--- config.mk ---
export PLATFORM = sky130hd
export DESIGN_NAME = conv_same_ctrl
export DESIGN_NICKNAME = d
export VERILOG_FILES = /design/src/rtl/conv_pkg.sv /design/src/rtl/conv_same_addr_gen.sv /design/src/rtl/conv_same_ctrl.sv
export SDC_FILE = /design/constraint.sdc
export NUM_CORES = 1
export LEC_CHECK = 0
export ABC_CLOCK_PERIOD_IN_PS = 4330
export CAP_MARGIN = 20
export CORE_MARGIN = 2
export CORE_UTILIZATION = 45
export CTS_CLUSTER_DIAMETER = 150
export DETAILED_ROUTE_END_ITERATION = 10
export DONT_BUFFER_PORTS = 1
export GPL_TIMING_DRIVEN = 0
export PLACE_DENSITY = 0.59
export SLEW_MARGIN = 20
export SYNTH_ARGS = -nofsm -noshare
export SYNTH_HDL_FRONTEND = slang
export SYNTH_SLANG_ARGS = --single-unit
--- constraint.sdc ---
create_clock -name clk -period 4.33 [get_ports clk]
set_input_delay 0.866 -clock clk [delete_from_list [all_inputs] [get_ports clk]]
set_output_delay 0.866 -clock clk [all_outputs]
set_load 0.01 [all_outputs]
--- src/rtl/conv_pkg.sv ---
// conv_pkg: shared state encoding, kernel constants and padding helper for the conv_same sequencer
package conv_pkg;
  typedef enum logic [2:0] {IDLE, LOAD_W, STREAM, DRAIN, DONE} state_t;
  localparam int KSIZE = 9;
  localparam logic [KSIZE-1:0][7:0] TAP_ORDER = {8'h33, 8'h32, 8'h31, 8'h23, 8'h22, 8'h21, 8'h13, 8'h12, 8'h11};
  function automatic int padded_rows(input int img_h);
    return img_h + 2;
  endfunction
endpackage

--- src/rtl/conv_same_addr_gen.sv ---
// conv_same_addr_gen: padded row/column walk and feature-map read address
module conv_same_addr_gen
  import conv_pkg::*;
#(
  parameter int IMG_W = 128,
  parameter int IMG_H = 128,
  parameter int FM_AW = 14
) (
  input  logic             clk,
  input  logic             rst,
  input  logic             step,
  input  logic             clear,
  output logic             pad,
  output logic             last,
  output logic [FM_AW-1:0] addr
);
  localparam int ROWS = padded_rows(IMG_H);
  localparam int RW = $clog2(ROWS + 1);
  localparam int CW = $clog2(IMG_W + 1);
  logic [RW-1:0] r;
  logic [CW-1:0] c;
  logic [FM_AW-1:0] base;
  logic eol;
  assign eol = c == CW'(IMG_W - 1);
  assign pad = r == '0 || r == RW'(ROWS - 1);
  assign last = eol && r == RW'(ROWS - 1);
  assign addr = step && !pad ? base + FM_AW'(c) : '0;
  // base tracks (r-1)*IMG_W: it only advances when leaving an image row
  always_ff @(posedge clk or posedge rst)
    if (rst) begin
      r <= '0;
      c <= '0;
      base <= '0;
    end else if (clear) begin
      r <= '0;
      c <= '0;
      base <= '0;
    end else if (step) begin
      c <= eol ? '0 : c + 1'b1;
      r <= eol ? r + 1'b1 : r;
      base <= eol && !pad ? base + FM_AW'(IMG_W) : base;
    end
endmodule

--- src/rtl/conv_same_ctrl.sv ---
// conv_same_ctrl: per-kernel weight load, padded feature-map stream and drain sequencing
module conv_same_ctrl
  import conv_pkg::*;
#(
  parameter int IMG_W = 128,
  parameter int IMG_H = 128,
  parameter int OUT_CH = 4,
  parameter int FM_AW = 14,
  parameter int W_AW = 8,
  parameter int DRAIN_CYC = 140,
  localparam int OCW = OUT_CH > 1 ? $clog2(OUT_CH) : 1
) (
  input  logic              clk,
  input  logic              rst,
  input  logic              start,
  input  logic              abort,
  output logic              busy,
  output logic              done,
  output logic [OCW-1:0]    oc_idx,
  output logic              w_rd_en,
  output logic [W_AW-1:0]   w_rd_addr,
  input  logic signed [7:0] w_rd_data,
  output logic              fm_rd_en,
  output logic [FM_AW-1:0]  fm_rd_addr,
  input  logic signed [7:0] fm_rd_data,
  output logic signed [7:0] weight_11,
  output logic signed [7:0] weight_12,
  output logic signed [7:0] weight_13,
  output logic signed [7:0] weight_21,
  output logic signed [7:0] weight_22,
  output logic signed [7:0] weight_23,
  output logic signed [7:0] weight_31,
  output logic signed [7:0] weight_32,
  output logic signed [7:0] weight_33,
  output logic              conv_valid_in,
  output logic signed [7:0] conv_din
);
  localparam int DW = $clog2(DRAIN_CYC + 1);
  state_t state, nxt;
  logic [3:0] k;
  logic [DW-1:0] d;
  logic pad, last, pad_d;
  logic signed [7:0] kern [KSIZE];
  always_ff @(posedge clk or posedge rst)
    if (rst) state <= IDLE;
    else state <= nxt;
  always_comb begin
    nxt = state;
    case (state)
      IDLE:    nxt = start ? LOAD_W : IDLE;
      LOAD_W:  nxt = k == 4'(KSIZE) ? STREAM : LOAD_W;
      STREAM:  nxt = last ? DRAIN : STREAM;
      DRAIN:   nxt = d == DW'(DRAIN_CYC) ? (oc_idx == OCW'(OUT_CH - 1) ? DONE : LOAD_W) : DRAIN;
      DONE:    nxt = IDLE;
      default: nxt = IDLE;
    endcase
    if (abort) nxt = IDLE;
  end
  assign busy = state != IDLE;
  assign done = state == DONE;
  assign w_rd_en = state == LOAD_W && k < 4'(KSIZE);
  assign w_rd_addr = w_rd_en ? W_AW'(oc_idx) * W_AW'(KSIZE) + W_AW'(k) : '0;
  assign fm_rd_en = state == STREAM && !pad;
  assign conv_din = conv_valid_in && !pad_d ? fm_rd_data : '0;
  conv_same_addr_gen #(.IMG_W(IMG_W), .IMG_H(IMG_H), .FM_AW(FM_AW)) u_addr (
    .clk(clk),
    .rst(rst),
    .step(state == STREAM),
    .clear(nxt != STREAM),
    .pad(pad),
    .last(last),
    .addr(fm_rd_addr)
  );
  always_ff @(posedge clk or posedge rst)
    if (rst) begin
      k <= '0;
      d <= '0;
      oc_idx <= '0;
      conv_valid_in <= 1'b0;
      pad_d <= 1'b0;
    end else begin
      k <= state == LOAD_W && nxt == LOAD_W ? k + 1'b1 : '0;
      d <= state == DRAIN && nxt == DRAIN ? d + 1'b1 : '0;
      oc_idx <= nxt == IDLE ? '0 : state == DRAIN && nxt == LOAD_W ? oc_idx + 1'b1 : oc_idx;
      conv_valid_in <= state == STREAM && nxt != IDLE;
      pad_d <= pad;
    end
  // read data for tap k-1 arrives while k is on the next address
  always_ff @(posedge clk or posedge rst)
    if (rst) for (int i = 0; i < KSIZE; i++) kern[i] <= '0;
    else if (state == LOAD_W && k != '0) kern[k - 1'b1] <= w_rd_data;
  assign weight_11 = kern[0];
  assign weight_12 = kern[1];
  assign weight_13 = kern[2];
  assign weight_21 = kern[3];
  assign weight_22 = kern[4];
  assign weight_23 = kern[5];
  assign weight_31 = kern[6];
  assign weight_32 = kern[7];
  assign weight_33 = kern[8];
endmodule

* Word-level counts from Yosys, hierarchy flattened
Index checks and enable logic that the tools add are counted.
** Operators by class
- Add/subtract/negate cells :: 9
- $mul :: 1
- $lt $le $gt $ge :: 3
- Eq/ne operators :: 12
- Mux-type cells :: 26
- Bitwise gates (word level) :: 1
- Reduce and logical (&&, ||, !) cells :: 26
** Operator list (number)
- bitwise mux 72 bit :: 1
- two-way mux 8 bit :: 9
- two-way mux 14 bit :: 4
- demux 8 bit (select 4 bit) :: 1
- adder 8 x 1 -> 8 bit, second input constant :: 3
- equality test 8 bit, second input constant :: 2
- adder 14 x 8 -> 14 bit :: 1
- adder 14 x 8 -> 14 bit, second input constant :: 1
- one-hot mux 3 bit (4 select lines) :: 1
- logical AND 1 bit :: 11
- equality test 3 x 2 -> 1 bit, second input constant :: 3
- two-way mux 3 bit :: 3
- equality test 8 x 7 -> 1 bit, second input constant :: 1
- zero test 8 bit :: 1
- nonzero test 2 bit :: 4
- adder 6 x 4 -> 7 bit :: 1
- two-way mux 7 bit :: 1
- equality test 3 x 1 -> 1 bit, second input constant :: 2
- zero test 3 bit :: 2
- multiplier 2 x 4 -> 6 bit, second input constant :: 1
- two-way mux 2 bit :: 3
- nonzero test 3 bit :: 2
- >= comparator 5 bit, second input constant :: 1
- < comparator 5 x 1 -> 1 bit, second input constant :: 1
- other kinds (15) :: 18
** Word-level totals
- Register bits :: 121
- Bits of input ports :: 20
- Output and inout port bits :: 109

* Longest topological paths before layout
- Depth after elaboration :: 9
- Depth in mapped cells :: 9

* By module
From an unflattened synthesis, not the netlist that was laid out.
** Second synthesis, totals
- Cell total of the unflattened synthesis :: 472
- Area total of the unflattened synthesis :: 5612.9 µm²
** By module, submodules not included
- conv_same_ctrl :: instances 1, cells an instance 309, area an instance 4098.9 µm², seq. area each 2277.2 µm²
- conv_same_addr_gen :: instances 1, cells an instance 163, area an instance 1514.0 µm², seq. area each 575.6 µm²

* Least setup slack after synthesis
OpenSTA, ideal clock, no wires.
- Kind :: register to output
- Start point :: register u_addr.r[0]
- End point :: output port fm_rd_addr[0]
- Arrival :: 1.859 ns
- Slack :: 1.605 ns
- Stages on the path, launching flop included :: 10
- Path buffers :: 2
- Path through :: dfrtp_1 -> inv_1 -> ha_1 -> mux2_2 -> and3_1 -> clkbuf_1 -> nand2b_1 -> buf_2 -> inv_1 -> and2_1
** On the way
- Cells in the longest elaborated chain, start to end :: 5
** RTL lines
- start: declaration :: line conv_same_addr_gen.sv:20 : logic [RW-1:0] r;
- start signal: assignment :: line conv_same_addr_gen.sv:40 : r <= eol ? r + 1'b1 : r;
- equality test 8 bit or zero test 8 bit (tied branches) :: line conv_same_addr_gen.sv:25 : assign pad = r == '0 || r == RW'(ROWS - 1);
- logical OR 1 bit * :: line conv_same_addr_gen.sv:25
- named net pad :: line conv_same_ctrl.sv:42 : logic pad, last, pad_d;
- zero test 1 bit *
- logical AND 1 bit *
- named net fm_rd_en :: line conv_same_ctrl.sv:23 : output logic fm_rd_en,
- two-way mux 14 bit * :: line conv_same_addr_gen.sv:27 : assign addr = step && !pad ? base + FM_AW'(c) : '0;
- end: declaration :: line conv_same_ctrl.sv:24 : output logic [FM_AW-1:0] fm_rd_addr,
Mark *: on every way through the listed nets, which the timed path passes. The rest lies on a longest branch.

* Worst setup path after layout
- Start point :: register u_addr.r[0]
- End point :: output port fm_rd_addr[1]
The elaborated chain is that of the path after synthesis.

==> metrics.md <==
| Metric | Value |
|---|---|
| Max Root-Sink Buffers | 2 |
| Drt initial violations | between 150 and 200 |
| Power density cells | 390.2 nW/um^2 |
| Cell area reported after detailed placement | 5774 um^2 |
| Post-CTS setup repair buffer count | 0 |
| Ys Warns | 0 |
| Final count of negative-setup-slack endpoints | 0 |
| Chip width | about 120 um |
| Required time of the critical path | 3.46 ns |
| Share of layout cells above drive strength 1 | 25.49% |
| Outcome | finished, final reports clean |
| Die extent in y | 115.1 um |
| Overall die area | 13240 um^2 |
| Post-synthesis to final-layout area growth | 14.11% |
| Crit share post-route | between 70% and 80% |
| HP Class | in2async |
| Antenna fix cells | 0 |
| Layout Cells excl Fill | 653 |
| Transition time of the tightest slew-check pin | 0.6712 ns |
| Family of cells with the greatest summed delay on the critical path | buffers and inverters |
| Most prevalent standard cell on the critical path | inv_1 |
| Worst-case setup margin in the final layout | ~0.93 ns |
| Core Util, Final | 52.73% |
| Highest clock rate | 294.5 MHz |
| IR drop worst, VDD | 0.2411 mV |
| Max-slew violations | 0 |
| Number of global-route vias before repair | between 3000 and 4000 |
| Leakage power figure | 0.002929 uW |
| Overall overflow remaining after global route | 0 |
| Critical path endpoint category | output port |
| Largest net degree at the start of global routing | 69 |
| Hold Violations, Final | 0 |
| Clock Pin Slew Worst Setup and Hold Paths | 0.05 ns |
| Critical path startpoint category | flop |
| Leading cell type in the layout, fill and taps excluded | dfrtp_1 |
| Routed length per placed instance | 17.91 um |
| Part of the Yosys area used for sequential elements | 51.40% |
| Antenna Violating Nets Remaining | 0 |
| Minimum clock period | roughly 3.4 ns |
| Vias after detailed routing | ~3500 |
| Starting density of the core | a little under half |
| Reg2reg end | u_addr.base[11] |
| Stage delay of the slowest cell on the critical path | ~0.46 ns |
| Number of port buffers | 0 |
| Largest area contributor in the netlist | dfrtp_1 |
| Boundary Pins | 129 |
| CTS buffer count | 17 |
| Post-cts sizing count | 0 |
| All-Layer GR Usage | 18.56% |
| Number of hold buffers added after cts | 0 |
| Insertion delay of the later-clocked pin in the worst-skew pair | 0.41 ns |
| Number of nets in the layout | 538 |
| Count of maximum capacitance violations | 0 |
| Worst setup path category | reg2out |
| Crit Reg-Reg Startpoint | u_addr.c[0] |
| Number of cells in the design after placement | 623 |
| Worst-case headroom to the max-slew limit | 55.16% |
| Arrival time at the worst endpoint | 2.53 ns |
| CTS tree | done |
| Commonest non-fill, non-tap cells in the layout | 114 x dfrtp_1, 74 x mux2_2, 52 x nor2_1 |
| Most used DFF post-synth | dfrtp_1 |
| GR met2 Demand/Resource | between 20 and 30% |
| Fraction of synthesized cell area taken by the top area cell type | 51.40% |
| CP Max Fanout | 10 |
| Setup repair after global routing missed its margin | false |
| Slowest library cell on the worst path | dfrtp_1 |
| Number of antenna violations at the first check in global routing | 0 |
| Post-DP HPWL | 8323 um |
| Length in cells of the worst reg-to-reg path | 7 |
| Post-synthesis cell count | 473 |
| Placement Setup Slack | 1.341 ns |
| H-tree Lvls | 4 |
| Number of standard-cell rows in the floorplan | 40 |
| Global-route wire length before repair | 18560 um |
| Number of clock sinks | roughly 110 |
| Top cells by area, synth | dfrtp_1 51%, mux2_2 15%, ha_1 5.0% |
| Global Route met3 Usage | 5.904% |
| Post-route cell area | 6334 um^2 |
| Drt pass-1 iters | 4 |
| Fin Clk Skew | 0.006236 ns |
| WP buf/inv | 4 |
| GRT met1 Usage | 24.14% |
| Clock root cell | clkbuf_16 |
| Most Used Layer, Global Route | met2 |
| Syn avg cell area | 11.73 um^2 |
| Yosys cell types | 50 |
| R2r setup slk | 1.89 ns |
| WL final | 11690 um |
| Cell-by-cell listing of the critical path | inv_1, ha_1, mux2_2, and3_1, clkbuf_1, nand2b_1, buf_2, inv_1, and2_1 |
| Post-synthesis sequential element count | approximately 110 |
| Routability-driven placement congestion ratio | about 0.81 |
| Fraction of synthesis flops using an asynchronous set or reset pin | 100.0% |
| Number of design rule violations left after detail routing | 0 |
| Area of the mapped netlist | 5550 um^2 |
| Area of the placeable core | between 10000 and 15000 um^2 |
| Detail-routed via count per cell | 5.413 |
| Number of synthesized flops with an enable pin | 0 |
| Worst-case hold slack | approximately 0.33 ns |
registers in the layout, indices dropped and copies added, names as in the netlist:
signal / count
weight_13: 8
weight_32: 8
weight_23: 8
weight_12: 8
d: 8
weight_21: 8
u_addr.base: 7
k: 4
state: 3
conv_valid_in: 1
weight_31: 8
oc_idx: 2
u_addr.r: 8
u_addr.c: 8
weight_33: 8
pad_d: 1
weight_22: 8
weight_11: 8
kinds of logic after synthesis:
group	after synthesis	share of synthesized area (%)
simple gates	165	16.25
flops	114	51.40
mux	74	15.01
buf+inv	36	3.291
xor+xnor	35	5.523
compound gates	25	3.134
fa+ha+maj	23	5.320
other cells	1	0.06756
metal layers:
| layer | vias to the layer above | wire, um |
|---|---|---|
| met5 | - | 0 |
| met3 | 14 | 679 |
| met4 | 0 | 173 |
| met2 | 99 | 5490 |
| li1 | 1666 | - |
| met1 | 1756 | 5348 |
per-stage QoR:
stage	power (uW)	TNS [ns]
after CTS	2505	0
final	2472	0
after global routing	2556	0
after detailed placement	1173	0
after global placement	1167	-71.07
after floorplan	1154	0
synth_stat cells, drive strengths merged, types with 2 or more instances:
| cell type | count |
|---|---|
| nand2b | 4 |
| nand4 | 8 |
| o21ai | 4 |
| nor3 | 9 |
| nor3b | 3 |
| inv | 15 |
| and4 | 3 |
| a31oi | 3 |
| clkbuf | 5 |
| or3b | 2 |
| nor2b | 6 |
| nor2 | 53 |
| a21oi | 9 |
| xor2 | 16 |
| xnor2 | 19 |
| dfrtp | 114 |
| buf | 16 |
| and3 | 9 |
| nand3 | 12 |
| nand3b | 5 |
| mux2 | 74 |
| nor4 | 3 |
| ha | 22 |
| and2 | 17 |
| nor4bb | 2 |
| or3 | 6 |
| nand2 | 18 |
report_power, final:
| group | leakage (uW) | switching (uW) | total, uW | internal [uW] |
|---|---|---|---|---|
| registers | 0.00158 | 15.7 | 1090 | 1080 |
| clock network | 0.000271 | 469 | 1320 | 850 |
| logic | 0.00107 | 36.9 | 57.7 | 20.8 |
area by class of cell:
cell class,count,area [um^2]
fillers,1088,5678
flip-flops and latches,114,2853
multi-input cells,325,2522
clock buffers,20,446.7
well taps,147,183.9
plain buffers,21,126.4
clock inverters,10,112.6
inverters,15,61.31
repair buffers,1,27.53
worst max-delay path by stage:
stage / slack, ns / to / cells after the start / from
after floorplan: 0.45 / conv_valid_in / 1 / rst
after global placement: -0.63 / d[4] / 1 / rst
after detailed placement: 1.34 / fm_rd_addr[0] / 9 / u_addr.r[0]
after CTS: 0.88 / fm_rd_addr[0] / 9 / u_addr.r[0]
after global routing: 0.75 / fm_rd_addr[5] / 9 / u_addr.r[0]
final: 0.93 / fm_rd_addr[1] / 9 / u_addr.r[0]
(Power assumes the default switching activity.)
